[src/rtl/sb_pkg.sv]
// Shared types and helpers for the stream buffer: cell state encoding and AXI ID mapping.
package sb_pkg;

   localparam int ADDR_WIDTH = 32;
   localparam int DATA_WIDTH = 32;

   typedef enum logic [1:0] {
      CELL_INVALID = 2'd0,
      CELL_FILLING = 2'd1,
      CELL_VALID   = 2'd2,
      CELL_STALE   = 2'd3
   } cell_state_t;

   // AXI ID owned by stream buffer cell idx.
   function automatic logic [3:0] sb_id(input int idx, input int mem_id = 0);
      return 4'(mem_id + idx);
   endfunction

endpackage

[src/rtl/sb_ctrl_rr_arbiter.sv]
// Round-robin arbiter; the grant is frozen while the downstream handshake is stalled.
module rr_arbiter #(
   parameter  int NUM_REQ = 4,
   localparam int IW      = (NUM_REQ > 1) ? $clog2(NUM_REQ) : 1
) (
   input  logic               clk,
   input  logic               rst_n,
   input  logic [NUM_REQ-1:0] req,
   input  logic               lock,
   output logic [NUM_REQ-1:0] grant,
   output logic [IW-1:0]      grant_idx,
   output logic               grant_valid
);

   logic [IW-1:0] r_ptr;
   logic          r_hold;
   logic [IW-1:0] r_hold_idx;
   logic          w_found;
   logic [IW-1:0] w_idx;
   logic [IW-1:0] w_cand;

   // r_ptr is the first index searched: one past the last completed grant.
   always_comb begin
      w_found = 1'b0;
      w_idx   = '0;
      w_cand  = '0;
      for (int k = 0; k < NUM_REQ; k++) begin
         w_cand = IW'((int'(r_ptr) + k) % NUM_REQ);
         if (!w_found && req[w_cand]) begin
            w_found = 1'b1;
            w_idx   = w_cand;
         end
      end
      grant_idx   = r_hold ? r_hold_idx : w_idx;
      grant_valid = r_hold ? req[r_hold_idx] : w_found;
      grant       = grant_valid ? (NUM_REQ'(1) << grant_idx) : '0;
   end

   always_ff @(posedge clk) begin
      if (!rst_n) begin
         r_ptr      <= '0;
         r_hold     <= 1'b0;
         r_hold_idx <= '0;
      end else if (grant_valid) begin
         if (lock) begin
            r_hold     <= 1'b1;
            r_hold_idx <= grant_idx;
         end else begin
            r_hold <= 1'b0;
            r_ptr  <= IW'((int'(grant_idx) + 1) % NUM_REQ);
         end
      end else begin
         r_hold <= 1'b0;
      end
   end

endmodule

[src/rtl/sb_ctrl.sv]
// Stream buffer controller: line lookup, next-line allocation, flush, and a shared AXI read port.
module sb_ctrl
   import sb_pkg::*;
#(
   parameter  int NUM_CELLS          = 4,
   parameter  int LINE_SIZE          = 4,
   parameter  int BLOCK_OFFSET_WIDTH = 2,
   parameter  int MEM_ID             = 0,
   localparam int LW                 = ADDR_WIDTH - BLOCK_OFFSET_WIDTH - 2,
   localparam int CW                 = (NUM_CELLS > 1) ? $clog2(NUM_CELLS) : 1
) (
   input  logic                             clk,
   input  logic                             rst_n,
   input  logic                             req_valid,
   input  logic [LW-1:0]                    req_addr,
   input  logic                             flush,
   output logic                             resp_valid,
   output logic                             resp_hit,
   output logic                             resp_pending,
   output logic [CW-1:0]                    resp_cell,
   output logic [NUM_CELLS-1:0]             cell_enable,
   output logic [NUM_CELLS-1:0]             cell_stale,
   output logic [ADDR_WIDTH-3:0]            cell_addr,
   input  logic [NUM_CELLS-1:0]             cell_available,
   input  logic [NUM_CELLS-1:0]             cell_ar_valid,
   input  logic [ADDR_WIDTH*NUM_CELLS-1:0]  cell_araddr,
   output logic [NUM_CELLS-1:0]             cell_ar_ready,
   output logic                             m_arvalid,
   input  logic                             m_arready,
   output logic [ADDR_WIDTH-1:0]            m_araddr,
   output logic [3:0]                       m_arid,
   output logic [7:0]                       m_arlen,
   input  logic                             m_rvalid,
   input  logic                             m_rlast,
   input  logic [3:0]                       m_rid,
   input  logic [DATA_WIDTH-1:0]            m_rdata,
   output logic                             m_rready,
   output logic [NUM_CELLS-1:0]             cell_rvalid,
   output logic [NUM_CELLS-1:0]             cell_rlast,
   output logic [DATA_WIDTH-1:0]            cell_rdata,
   output logic [2*NUM_CELLS-1:0]           dbg_cell_state
);

   cell_state_t          r_state [NUM_CELLS];
   cell_state_t          w_state_nxt [NUM_CELLS];
   logic [LW-1:0]        r_tag [NUM_CELLS];
   logic [CW-1:0]        r_vp;
   logic                 r_resp_valid, r_resp_hit, r_resp_pending;
   logic [CW-1:0]        r_resp_cell;
   logic [NUM_CELLS-1:0] r_cell_enable;
   logic [ADDR_WIDTH-3:0] r_cell_addr;

   logic                 w_lookup, w_hit, w_pend, w_inv_found, w_vic_found;
   logic [CW-1:0]        w_hit_idx, w_pend_idx, w_inv_idx, w_vic_idx, w_vcand;
   logic                 w_alloc, w_evict;
   logic [CW-1:0]        w_alloc_idx;
   logic [LW-1:0]        w_next_tag;
   logic [NUM_CELLS-1:0] w_rvalid, w_ar_req, w_gnt;
   logic [CW-1:0]        w_gnt_idx;
   logic                 w_gnt_valid;

   always_comb begin
      w_hit       = 1'b0;
      w_hit_idx   = '0;
      w_pend      = 1'b0;
      w_pend_idx  = '0;
      w_inv_found = 1'b0;
      w_inv_idx   = '0;
      w_vic_found = 1'b0;
      w_vic_idx   = '0;
      w_vcand     = '0;
      for (int i = 0; i < NUM_CELLS; i++) begin
         if (!w_hit && r_state[i] == CELL_VALID && r_tag[i] == req_addr) begin
            w_hit     = 1'b1;
            w_hit_idx = CW'(i);
         end
         if (!w_pend && r_state[i] == CELL_FILLING && r_tag[i] == req_addr) begin
            w_pend     = 1'b1;
            w_pend_idx = CW'(i);
         end
         if (!w_inv_found && r_state[i] == CELL_INVALID) begin
            w_inv_found = 1'b1;
            w_inv_idx   = CW'(i);
         end
      end
      // Victim search starts at vp and takes the first VALID cell from there.
      for (int k = 0; k < NUM_CELLS; k++) begin
         w_vcand = CW'((int'(r_vp) + k) % NUM_CELLS);
         if (!w_vic_found && r_state[w_vcand] == CELL_VALID) begin
            w_vic_found = 1'b1;
            w_vic_idx   = w_vcand;
         end
      end
      w_lookup    = req_valid && !flush;
      w_alloc     = w_lookup && !w_hit && !w_pend && (w_inv_found || w_vic_found);
      w_evict     = w_alloc && !w_inv_found;
      w_alloc_idx = w_inv_found ? w_inv_idx : w_vic_idx;
      w_next_tag  = req_addr + LW'(1);
   end

   always_comb begin
      for (int i = 0; i < NUM_CELLS; i++) begin
         w_state_nxt[i] = r_state[i];
         case (r_state[i])
            CELL_FILLING: begin
               if (flush)
                  w_state_nxt[i] = cell_available[i] ? CELL_INVALID : CELL_STALE;
               else if (cell_available[i])
                  w_state_nxt[i] = CELL_VALID;
            end
            CELL_VALID:   if (flush) w_state_nxt[i] = CELL_INVALID;
            CELL_STALE:   if (w_rvalid[i] && m_rlast) w_state_nxt[i] = CELL_INVALID;
            default:      ;
         endcase
         if (w_alloc && w_alloc_idx == CW'(i))
            w_state_nxt[i] = CELL_FILLING;
      end
   end

   always_ff @(posedge clk) begin
      if (!rst_n) begin
         for (int i = 0; i < NUM_CELLS; i++) begin
            r_state[i] <= CELL_INVALID;
            r_tag[i]   <= '0;
         end
         r_vp           <= '0;
         r_resp_valid   <= 1'b0;
         r_resp_hit     <= 1'b0;
         r_resp_pending <= 1'b0;
         r_resp_cell    <= '0;
         r_cell_enable  <= '0;
         r_cell_addr    <= '0;
      end else begin
         for (int i = 0; i < NUM_CELLS; i++) begin
            r_state[i] <= w_state_nxt[i];
            if (w_alloc && w_alloc_idx == CW'(i))
               r_tag[i] <= w_next_tag;
         end
         if (w_evict)
            r_vp <= CW'((int'(w_alloc_idx) + 1) % NUM_CELLS);
         if (w_alloc)
            r_cell_addr <= (ADDR_WIDTH-2)'(w_next_tag);
         r_resp_valid   <= req_valid;
         r_resp_hit     <= w_lookup && w_hit;
         r_resp_pending <= w_lookup && !w_hit && w_pend;
         r_resp_cell    <= !w_lookup ? '0 : w_hit ? w_hit_idx : w_pend ? w_pend_idx :
                           w_alloc ? w_alloc_idx : '0;
         r_cell_enable  <= w_alloc ? (NUM_CELLS'(1) << w_alloc_idx) : '0;
      end
   end

   assign w_ar_req = rst_n ? cell_ar_valid : '0;

   rr_arbiter #(.NUM_REQ(NUM_CELLS)) u_ar_arb (
      .clk         (clk),
      .rst_n       (rst_n),
      .req         (w_ar_req),
      .lock        (m_arvalid && !m_arready),
      .grant       (w_gnt),
      .grant_idx   (w_gnt_idx),
      .grant_valid (w_gnt_valid)
   );

   always_comb begin
      for (int i = 0; i < NUM_CELLS; i++) begin
         w_rvalid[i]                  = m_rvalid && (m_rid == sb_id(i, MEM_ID));
         dbg_cell_state[2*i +: 2]     = r_state[i];
         cell_stale[i]                = (r_state[i] == CELL_STALE);
      end
      m_araddr = cell_araddr[int'(w_gnt_idx)*ADDR_WIDTH +: ADDR_WIDTH];
   end

   assign m_arvalid     = w_gnt_valid;
   assign m_arid        = sb_id(int'(w_gnt_idx), MEM_ID);
   assign m_arlen       = 8'(LINE_SIZE);
   assign cell_ar_ready = m_arready ? w_gnt : '0;
   assign m_rready      = 1'b1;
   assign cell_rvalid   = w_rvalid;
   assign cell_rlast    = m_rlast ? w_rvalid : '0;
   assign cell_rdata    = m_rdata;

   assign resp_valid   = r_resp_valid;
   assign resp_hit     = r_resp_hit;
   assign resp_pending = r_resp_pending;
   assign resp_cell    = r_resp_cell;
   assign cell_enable  = r_cell_enable;
   assign cell_addr    = r_cell_addr;

endmodule

[config.mk]
export PLATFORM = sky130hd
export DESIGN_NAME = sb_ctrl
export DESIGN_NICKNAME = d
export VERILOG_FILES = /design/src/rtl/sb_pkg.sv /design/src/rtl/sb_ctrl_rr_arbiter.sv /design/src/rtl/sb_ctrl.sv
export SDC_FILE = /design/constraint.sdc
export NUM_CORES = 1
export LEC_CHECK = 0
export CORE_MARGIN = 2
export CORE_UTILIZATION = 42
export DETAILED_ROUTE_END_ITERATION = 6
export PLACE_DENSITY = 0.78
export SYNTH_ARGS = -nofsm -noshare
export SYNTH_HDL_FRONTEND = slang
export SYNTH_SLANG_ARGS = --single-unit
export TNS_END_PERCENT = 20
[constraint.sdc]
create_clock -name clk -period 3.4 [get_ports clk]
set_input_delay 0.51 -clock clk [delete_from_list [all_inputs] [get_ports clk]]
set_output_delay 0.51 -clock clk [all_outputs]
set_load 0.02 [all_outputs]
After elaboration in Yosys (flattened, before gate mapping). Memories as Yosys holds them, arrays and structs flattened. A register that Yosys moved wholly into a read port is not among the register bits. Index checks and enable logic that the tools add are counted.

Flip-flop bits (word level): 44. Latch bits: 0. Bits in writable memories: 120. Memory bits (read-only): 0. Bits of input ports: 207. Output and inout port bits: 141. Word-level logic and storage cells: 249. Memories kept: 2.

Add/sub/neg operators: 9. Multipliers: 0. Div/mod/pow operators: 0. Magnitude comparators: 5. Equal/unequal tests: 26. Shift operators: 3. Mux-type cells: 110. Bitwise operators: 9. Reductions and logical operators: 75.

Memory list: r_tag (words 4, width 28, read ports 4, clocked after Yosys merged registers in 0, write ports 4, RTL line sb_ctrl.sv:46) `logic [LW-1:0] r_tag [NUM_CELLS];`; r_state (words 4, width 2, read ports 8, clocked after Yosys merged registers in 1, write ports 4, RTL line sb_ctrl.sv:44) `cell_state_t r_state [NUM_CELLS];`.

Operators by type and width (count): $shiftx A128 B8 Y32 (1); $eq A28 B28 Y1 (4); $mux W28 (4); $mux W2 (49); $mux W1 (44); $logic_and A1 B1 Y1 (43); $add A28 B1 Y28 const B (1); $eq A2 B2 Y1 const B (14); $pmux W2 S3 (4); $logic_not A1 Y1 (20); $mux W4 (4); $lt A2 B3 Y1 const B (5); $bmux W1 S2 (5); $eq A2 B1 Y1 const B (5); $logic_not A2 Y1 (5); $reduce_and A2 Y1 (5); $add A2 B1 Y2 const B (4); $add A2 B2 Y2 const B (4); $eq A4 B2 Y1 const B (2); $or A1 B1 Y1 (8); $shl A1 B2 Y4 const A (2); $eq A4 B1 Y1 const B (1); $logic_not A4 Y1 (1); $logic_or A1 B1 Y1 (1); $not A1 Y1 (1).

Logic depth before layout (Yosys ltp). Gate-level depths: netlist of the first run. An unclocked memory read counts as a cell.

Depth after elaboration: 25. Depth in mapped cells: 12. Depth with buffers taken out: 9.

By module. From an unflattened synthesis of the first run, not the netlist that was laid out.

Cells, all modules: 964. Area, all modules: 10234.8 um^2.

Modules (own cells, without submodules): sb_ctrl (times used 1, cells an instance 904, area an instance 9738.1 um^2, seq. area each 4344.2 um^2); rr_arbiter (times used 1, cells an instance 60, area an instance 496.7 um^2, seq. area each 100.1 um^2).

Worst setup path before layout of the first run. Ideal clock, no wire load.

Kind: reg2reg. Start: mem r_state[0][0] (netlist name). End: mem r_tag[2][0] (netlist name) (enable). Setup time: 0.384 ns. Arrival: 3.038 ns. Required time: 3.016 ns. Slack: -0.021 ns. Cell stages (with the launch flop): 9. Buffers on the path: 1. Period minus slack after synthesis: 3.421 ns. Cell sequence: dfxtp_1 clkbuf_1 nor2b_2 mux4_2 or4_1 a31o_2 inv_1 ha_1 a21o_1.

RTL lines (RTL line): start, declared (sb_ctrl.sv:44); end, declared (sb_ctrl.sv:46).

Worst setup path after layout of the first run.
Start: reg u_ar_arb.r_ptr[0]. End: out m_araddr[1].

Longest elaborated chain between the ends: 14. Elaborated cells between the ends (all ways): 26. Classes of those cells: add/sub: 3; shift: 1; mux: 16; reduce/logical: 6.

RTL lines: start, declared (RTL line sb_ctrl_rr_arbiter.sv:15) `logic [IW-1:0] r_ptr;`; start signal, assigned (RTL line sb_ctrl_rr_arbiter.sv:50) `r_ptr <= IW'((int'(grant_idx) + 1) % NUM_REQ);`; branches (longest 11 deep; another with $add A2 B1 Y2); $mux W2 (*) (RTL line sb_ctrl_rr_arbiter.sv:29) `if (!w_found && req[w_cand]) begin`; $mux W2 (*) (RTL line sb_ctrl_rr_arbiter.sv:34) `grant_idx = r_hold ? r_hold_idx : w_idx;`; $shiftx A128 B8 Y32 (*) (RTL line sb_ctrl.sv:170) `m_araddr = cell_araddr[int'(w_gnt_idx)*ADDR_WIDTH +: ADDR_WIDTH];`; end, declared (RTL line sb_ctrl.sv:30) `output logic [ADDR_WIDTH-1:0] m_araddr,`.

Every way passes the cells marked *. The select of a mux whose other input is x is not followed.

==> impl_results.md, run 1 <==
- Detail Placement HPWL: 30.05 mm
- Die H: 160.2 µm
- Overall routing resource usage: 0.2949
- Area growth from synthesis to final layout: 44.60%
- Yosys top cell area share: 0.3283
- Worst hold path class: reg2reg
- Clock Tree Buf Depth: 2
- TritonCTS sink count: 166
- Placed cell area: 0.01385 mm²
- Slew @ Worst Pin: 0.8891 ns
- #FFs+latches synth: 166
- Vias: 9363
- Ys Warns: 0
- CTS Buf Count: 17
- Peak Freq: 0.2911 GHz
- I/O pins: 348
- Critical path data required time: 2.89 ns
- Post-synth EDFFs: 112
- DRC violation total after the first TritonRoute iteration: 1072
- Crit. End Element: output port
- Core Area: 0.02411 mm²
- Remaining Overflow, GRT: 0
- Worst skew pair latency: 0.43 ns
- Horiz. Die Dim: 160.2 µm
- Max Slew Vio Count: 0
- Crit start category: register
- Largest net degree at the start of global routing: 29
- Initial Util: 0.4249
- Leak pwr: 5.857 nW
- Diode count: 0
- DRT Pass-1 Iters: 5
- Metal2 WL: 18.91 mm
- RSZ-0062 raised after global routing: yes
- Clk slew on worst S/H paths: 0.06 ns
- Per-cell routed wire length: 22.87 µm
- Layout cells sized above 1: 0.2029
- Final setup violation count: 3
- Final Util: 0.6145
- Post-Syn Instances: 1021
- MaxCap Viol Count: 0
- Final hold viol count: 0
- WL met1: 14.21 mm
- Final period util: 1.010
- Top routing layer used: met4
- Post-route ant nets: 0
- Cell area power density: 482.3 mW/mm²
- Fin nets: 1568
- Top cells by count, synth: nor2_1 (144), edfxtp_1 (112), mux2i_1 (104), xor2_1 (92), dfxtp_1 (54)
- Fin area: 0.01481 mm²
- Total Power: 7.144 mW
- Die area: 0.02565 mm²
- Via density: 5.544
- Post-synth ARST share: 0
- Mapped Area: 0.01024 mm²
- Failing checks: setup timing
- Synth Flop Type: edfxtp_1
- Final wirelength: 38.62 mm
- Metal3 WL: 3.567 mm
- Worst EP arrival: 2.93 ns
- Avg Inst Size Synth: 10.03 µm²
- Rows: 57
- Status: finished with violations
- First-pass GRT wire length: 56.48 mm
- Worst relative slew slack: 0.4030
- Clock skew: 0.008154 ns
- VDD IR-drop max: 0.0003634 V
- Dominant cells by area after synthesis: edfxtp_1 (33%), dfxtp_1 (11%), mux2i_1 (10%)
- Vias in the first global route: 9281
- Fillers: 1973
- Clk root buf: clkbuf_16
- Gpl congestion: 0.9757
- Port bufs: 270
- Register area share after synthesis: 0.4339
- Final min period: 3.435 ns
- Setup Crit Path Kind: reg2out
- CTS tree: done
- Initial antenna violation count: 0
- CP max FO: 6
- DRC violations left: 0
- Worst Slack Setup Final: -0.03522 ns
- Worst reg2reg setup slack: 0.27 ns
- Yosys cell types: 62
- Cell with the most instances after synthesis: nor2_1
- Most area-hungry cell type in the Yosys netlist: edfxtp_1
- H-tree depth: 4
[worst max-delay path, cell delays in order (launching register included)]
cell and delay (ns):
dfxtp_4 0.38, mux2_4 0.32, buf_4 0.14, nand2_1 0.11
nand2_1 0.11, a21oi_2 0.14, o41ai_2 0.07, buf_4 0.16
buf_8 0.14, buf_4 0.17, mux2i_1 0.15, mux2i_2 0.39
buf_4 0.23
[power breakdown]
group | total [mW] | internal (mW) | switching, mW | leakage [nW]
registers | 2.33 | 2.26 | 0.0676 | 1.61
clock network | 1.97 | 1.17 | 0.803 | 0.288
logic | 2.84 | 1.39 | 1.45 | 3.96
total | 7.14 | 4.82 | 2.32 | 5.86
[registers in the layout (all words and copies together), names as in the netlist, 2 cells and up, named ones only]
register and count:
u_ar_arb.r_hold_idx 2, r_vp 2, resp_cell 2, cell_addr 28, u_ar_arb.r_ptr 2, r_tag 112, cell_enable 4, r_state 8
[layout make-up]
type / instances / area (µm²) / share of cell area
Sequential cell: 166 / 4448 / 0.3003
Tap cell: 324 / 405.4 / 0.02737
Inverter: 18 / 67.56 / 0.004562
Timing Repair Buffer: 427 / 4035 / 0.2724
Clock buffer: 22 / 485.5 / 0.03278
Multi-Input combinational cell: 722 / 5251 / 0.3545
Clock inverter: 10 / 118.9 / 0.008025
[metrics by stage]
step	setup slack, ns	instances	hold WS, ns	setup TNS [ns]
after floorplan	-0.02124	1032	0.4956	-0.5948
after global placement	-0.4290	1638	0.4665	-49.83
after detailed placement	-0.4549	1638	0.4722	-51.33
after CTS	-0.03915	1685	0.4804	-0.07580
after global routing	-0.1064	1689	0.4992	-0.8492
final	-0.03522	1689	0.4842	-0.07178
[repair_timing]
item	CTS	global route
setup endpoints to repair	38	34
pin swaps	5	3
buffers inserted	14	3
gates cloned	1	1
hold buffers	0	0
gates resized for setup	116	44
[cell families (layout without fill, tap and decap cells)]
logic type | Yosys count | in the layout | share of synthesized area
and+or+nand+nor | 328 | 328 | 0.1620
adders and majority gates | 9 | 9 | 0.01099
other | 2 | 13 | 0.0007331
AOI/OAI and AO/OA | 120 | 120 | 0.08221
DFF | 166 | 166 | 0.4339
xor gates and xnor gates | 144 | 144 | 0.1231
buffers and inverters | 144 | 477 | 0.07891
muxes | 108 | 108 | 0.1082
[worst paths after layout]
path                                                      from                        end  depth (start not counted)
worst max-delay path            u_ar_arb.r_ptr[0]$_SDFFE_PN0P_                m_araddr[1]                         12
worst min-delay path                 cell_addr[1]$_SDFFE_PN0N_  cell_addr[1]$_SDFFE_PN0N_                          2
worst max register to register      r_state[3][1]$_SDFFE_PP0P_  r_tag[3][0]$_SDFFCE_PN0P_                          8
worst min register to register       cell_addr[1]$_SDFFE_PN0N_  cell_addr[1]$_SDFFE_PN0N_                          2
[metal layers]
layer | vias up | global-route usage
met1 | 4516 | 0.3422
met5 | - | 0
met3 | 95 | 0.08208
li1 | 4219 | -
met2 | 533 | 0.5045
met4 | 0 | 0.1409
[cells in the final DEF (no fill, tap or decap), types with 12 or more instances in the layout]
master	netlist	layout
a211oi_1	17	17
a211oi_2	16	16
a21oi_1	43	41
buf_12	0	16
buf_2	49	12
buf_4	49	144
clkbuf_16	0	19
clkdlybuf4s50_1	0	228
conb_1	2	13
dfxtp_1	54	53
edfxtp_1	112	112
inv_1	17	16
mux2i_1	104	86
nand2_1	33	33
nand3_1	23	23
nand4_1	25	25
nor2_1	144	143
nor4_1	29	29
o21ai_0	16	14
xnor2_1	52	52
xor2_1	92	92
No activity file was read; power rests on OpenSTA's default activity.
==> inputs of run 2 (changes only) <==
--- a/config.mk
+++ b/config.mk
@@ -8,7 +8,10 @@
 export CORE_MARGIN = 2
 export CORE_UTILIZATION = 42
 export DETAILED_ROUTE_END_ITERATION = 6
+export GPL_TIMING_DRIVEN = 0
 export PLACE_DENSITY = 0.78
+export SETUP_SLACK_MARGIN = 0.2
+export SKIP_CTS_REPAIR_TIMING = 1
 export SYNTH_ARGS = -nofsm -noshare
 export SYNTH_HDL_FRONTEND = slang
 export SYNTH_SLANG_ARGS = --single-unit
==> impl_results.md, run 2 (synthesized netlist as in run 1, its figures left out) <==
- Gate power share: 0.422
- Worst reg2reg setup slack: 0.27 ns
- Reg with most FFs: r_tag
- Per-cell routed wire length: 23.45 µm
- Fin area: 0.01509 mm²
- Port bufs: 274
- Max reg flops: 112
- Clock skew: 0.01187 ns
- Peak Freq: 0.2938 GHz
- Final period util: 1.001
- Largest net degree at the start of global routing: 29
- Reg2Reg Depth: 11
- Die H: 160.2 µm
- Vias in the first global route: 8895
- Area growth from synthesis to final layout: 47.34%
- Area of the multi-input gates: 0.005635 mm²
- Clk slew on worst S/H paths: 0.06 ns
- Crit. End Element: output port
- Post-route ant nets: 0
- Final Util: 0.6261
- Placed cell area: 0.01343 mm²
- Overall routing resource usage: 0.2901
- Via density: 5.596
- Critical path data required time: 2.89 ns
- Internal: 4.836 mW
- Final min period: 3.403 ns
- Slew @ Worst Pin: 0.8184 ns
- Final hold viol count: 0
- Clock power share: 0.263
- Net switching power: 2.496 mW
- RSZ-0062 raised after global routing: yes
- Sw frac: 0.3404
- Cell area power density: 485.8 mW/mm²
- CTS Buf Count: 17
- Final setup violation count: 1
- Crit start category: register
- VDD IR-drop max: 0.0004054 V
- CTS tree: done
- Most frequent cells in the layout: clkdlybuf4s50_1 (231), nor2_1 (141), edfxtp_1 (112), buf_4 (94), xor2_1 (92)
- Worst Slack Setup Final: -0.003228 ns
- CP max FO: 7
- Remaining Overflow, GRT: 0
- Gpl congestion: 0.9571
- DRT Pass-1 Iters: 7
- Initial antenna violation count: 6
- MaxCap Viol Count: 0
- Worst relative slew slack: 0.4525
- Horiz. Die Dim: 160.2 µm
- DRC violation total after the first TritonRoute iteration: 979
- Fin nets: 1567
- Worst hold path class: reg2reg
- DRC violations left: 1
- Pre-CTS setup slack: -1.380 ns
- Critical hold path startpoint: cell_addr[1]$_SDFFE_PN0N_
- Failing checks: DRC, setup timing
- Max Slew Vio Count: 0
- Part of the power in registers: 0.316
- Clock Tree Buf Depth: 2
- First-pass GRT wire length: 55.40 mm
- Layout cells sized above 1: 0.2236
- H-tree depth: 4
- Detail Placement HPWL: 29.79 mm
- Status: finished with violations
- Total Power: 7.332 mW
- Core Area: 0.02411 mm²
- Fillers: 1983
- TritonCTS sink count: 166
- Leak pwr: 5.836 nW
- FF-to-FF Start: r_state[0][0]$_SDFFE_PN0P_
- Commonest non-fill, non-tap cell in the layout: clkdlybuf4s50_1
- Sequential cell area: 0.004447 mm²
- Vias: 9474
- Die area: 0.02565 mm²
- Clk root buf: clkbuf_16
- Worst Hold End: cell_addr[1]$_SDFFE_PN0N_
- Reg2reg end: r_tag[2][25]$_SDFFCE_PN0P_
- Final wirelength: 39.69 mm
- Setup Crit Path Kind: reg2out
- Worst skew pair latency: 0.44 ns
- Worst EP arrival: 2.89 ns
- Hold Path Cell Cnt: 2
- Rows: 57
- Setup TNS: -0.003228 ns
- Initial Util: 0.4249
- I/O pins: 348
-- run 2: power groups by stage --
| stage | logic (mW) | clock network [mW] | registers (mW) |
|---|---|---|---|
| global placement | 2.38 | 0 | 2.35 |
| detailed placement | 2.40 | 0 | 2.35 |
| floorplan | 1.30 | 0 | 2.37 |
| CTS | 2.41 | 1.92 | 2.31 |
| global route | 3.19 | 2.01 | 2.32 |
| finish | 3.09 | 1.92 | 2.31 |
-- run 2: cell type report --
cell class / instances / area share
clock buffers: 17 / 0.02819
well taps: 324 / 0.02686
diodes: 5 / 0.0008290
inverters: 18 / 0.005471
flip-flops and latches: 166 / 0.2946
clock inverters: 15 / 0.009948
multi-input cells: 725 / 0.3734
repair buffers: 297 / 0.1979
plain buffers: 126 / 0.06284
-- run 2: worst max-delay path by stage --
stage                                        start                         end  slack (ns)  cells past startpoint
finish              u_ar_arb.r_ptr[0]$_SDFFE_PN0P_                m_araddr[28]      -0.003                     10
detailed placement                     req_addr[0]  r_tag[1][17]$_SDFFCE_PN0P_       -1.38                     11
global placement                       req_addr[0]  r_tag[1][12]$_SDFFCE_PN0P_       -1.42                     11
floorplan               r_state[0][0]$_SDFFE_PN0P_   r_tag[3][0]$_SDFFCE_PN0P_       -0.02                      8
global route        u_ar_arb.r_ptr[0]$_SDFFE_PN0P_            cell_ar_ready[2]       -0.07                     11
CTS                               cell_ar_valid[0]                m_araddr[22]       -1.31                     10
-- run 2: per-stage QoR --
stage	hold WS, ns	cells
floorplan	0.4956	1032
finish	0.4736	1693
global route	0.4998	1692
global placement	0.4565	1630
CTS	0.4662	1662
detailed placement	0.4574	1630
-- run 2: critical path, cell delays in order, from the launching register on --
cell	delay [ns]
dfxtp_2	0.34
buf_6	0.12
mux2_4	0.32
or4_4	0.53
o21ai_2	0.07
nand2_1	0.08
a41o_4	0.26
clkinv_8	0.10
buf_12	0.14
mux2i_2	0.28
buf_4	0.19
-- run 2: metal layers --
metal,wire length (µm),track usage,up-vias
met4,2010,0.1073,4
met2,19780,0.5118,602
met1,13910,0.3401,4504
met3,3970,0.07429,121
li1,-,-,4243
met5,27,0,-
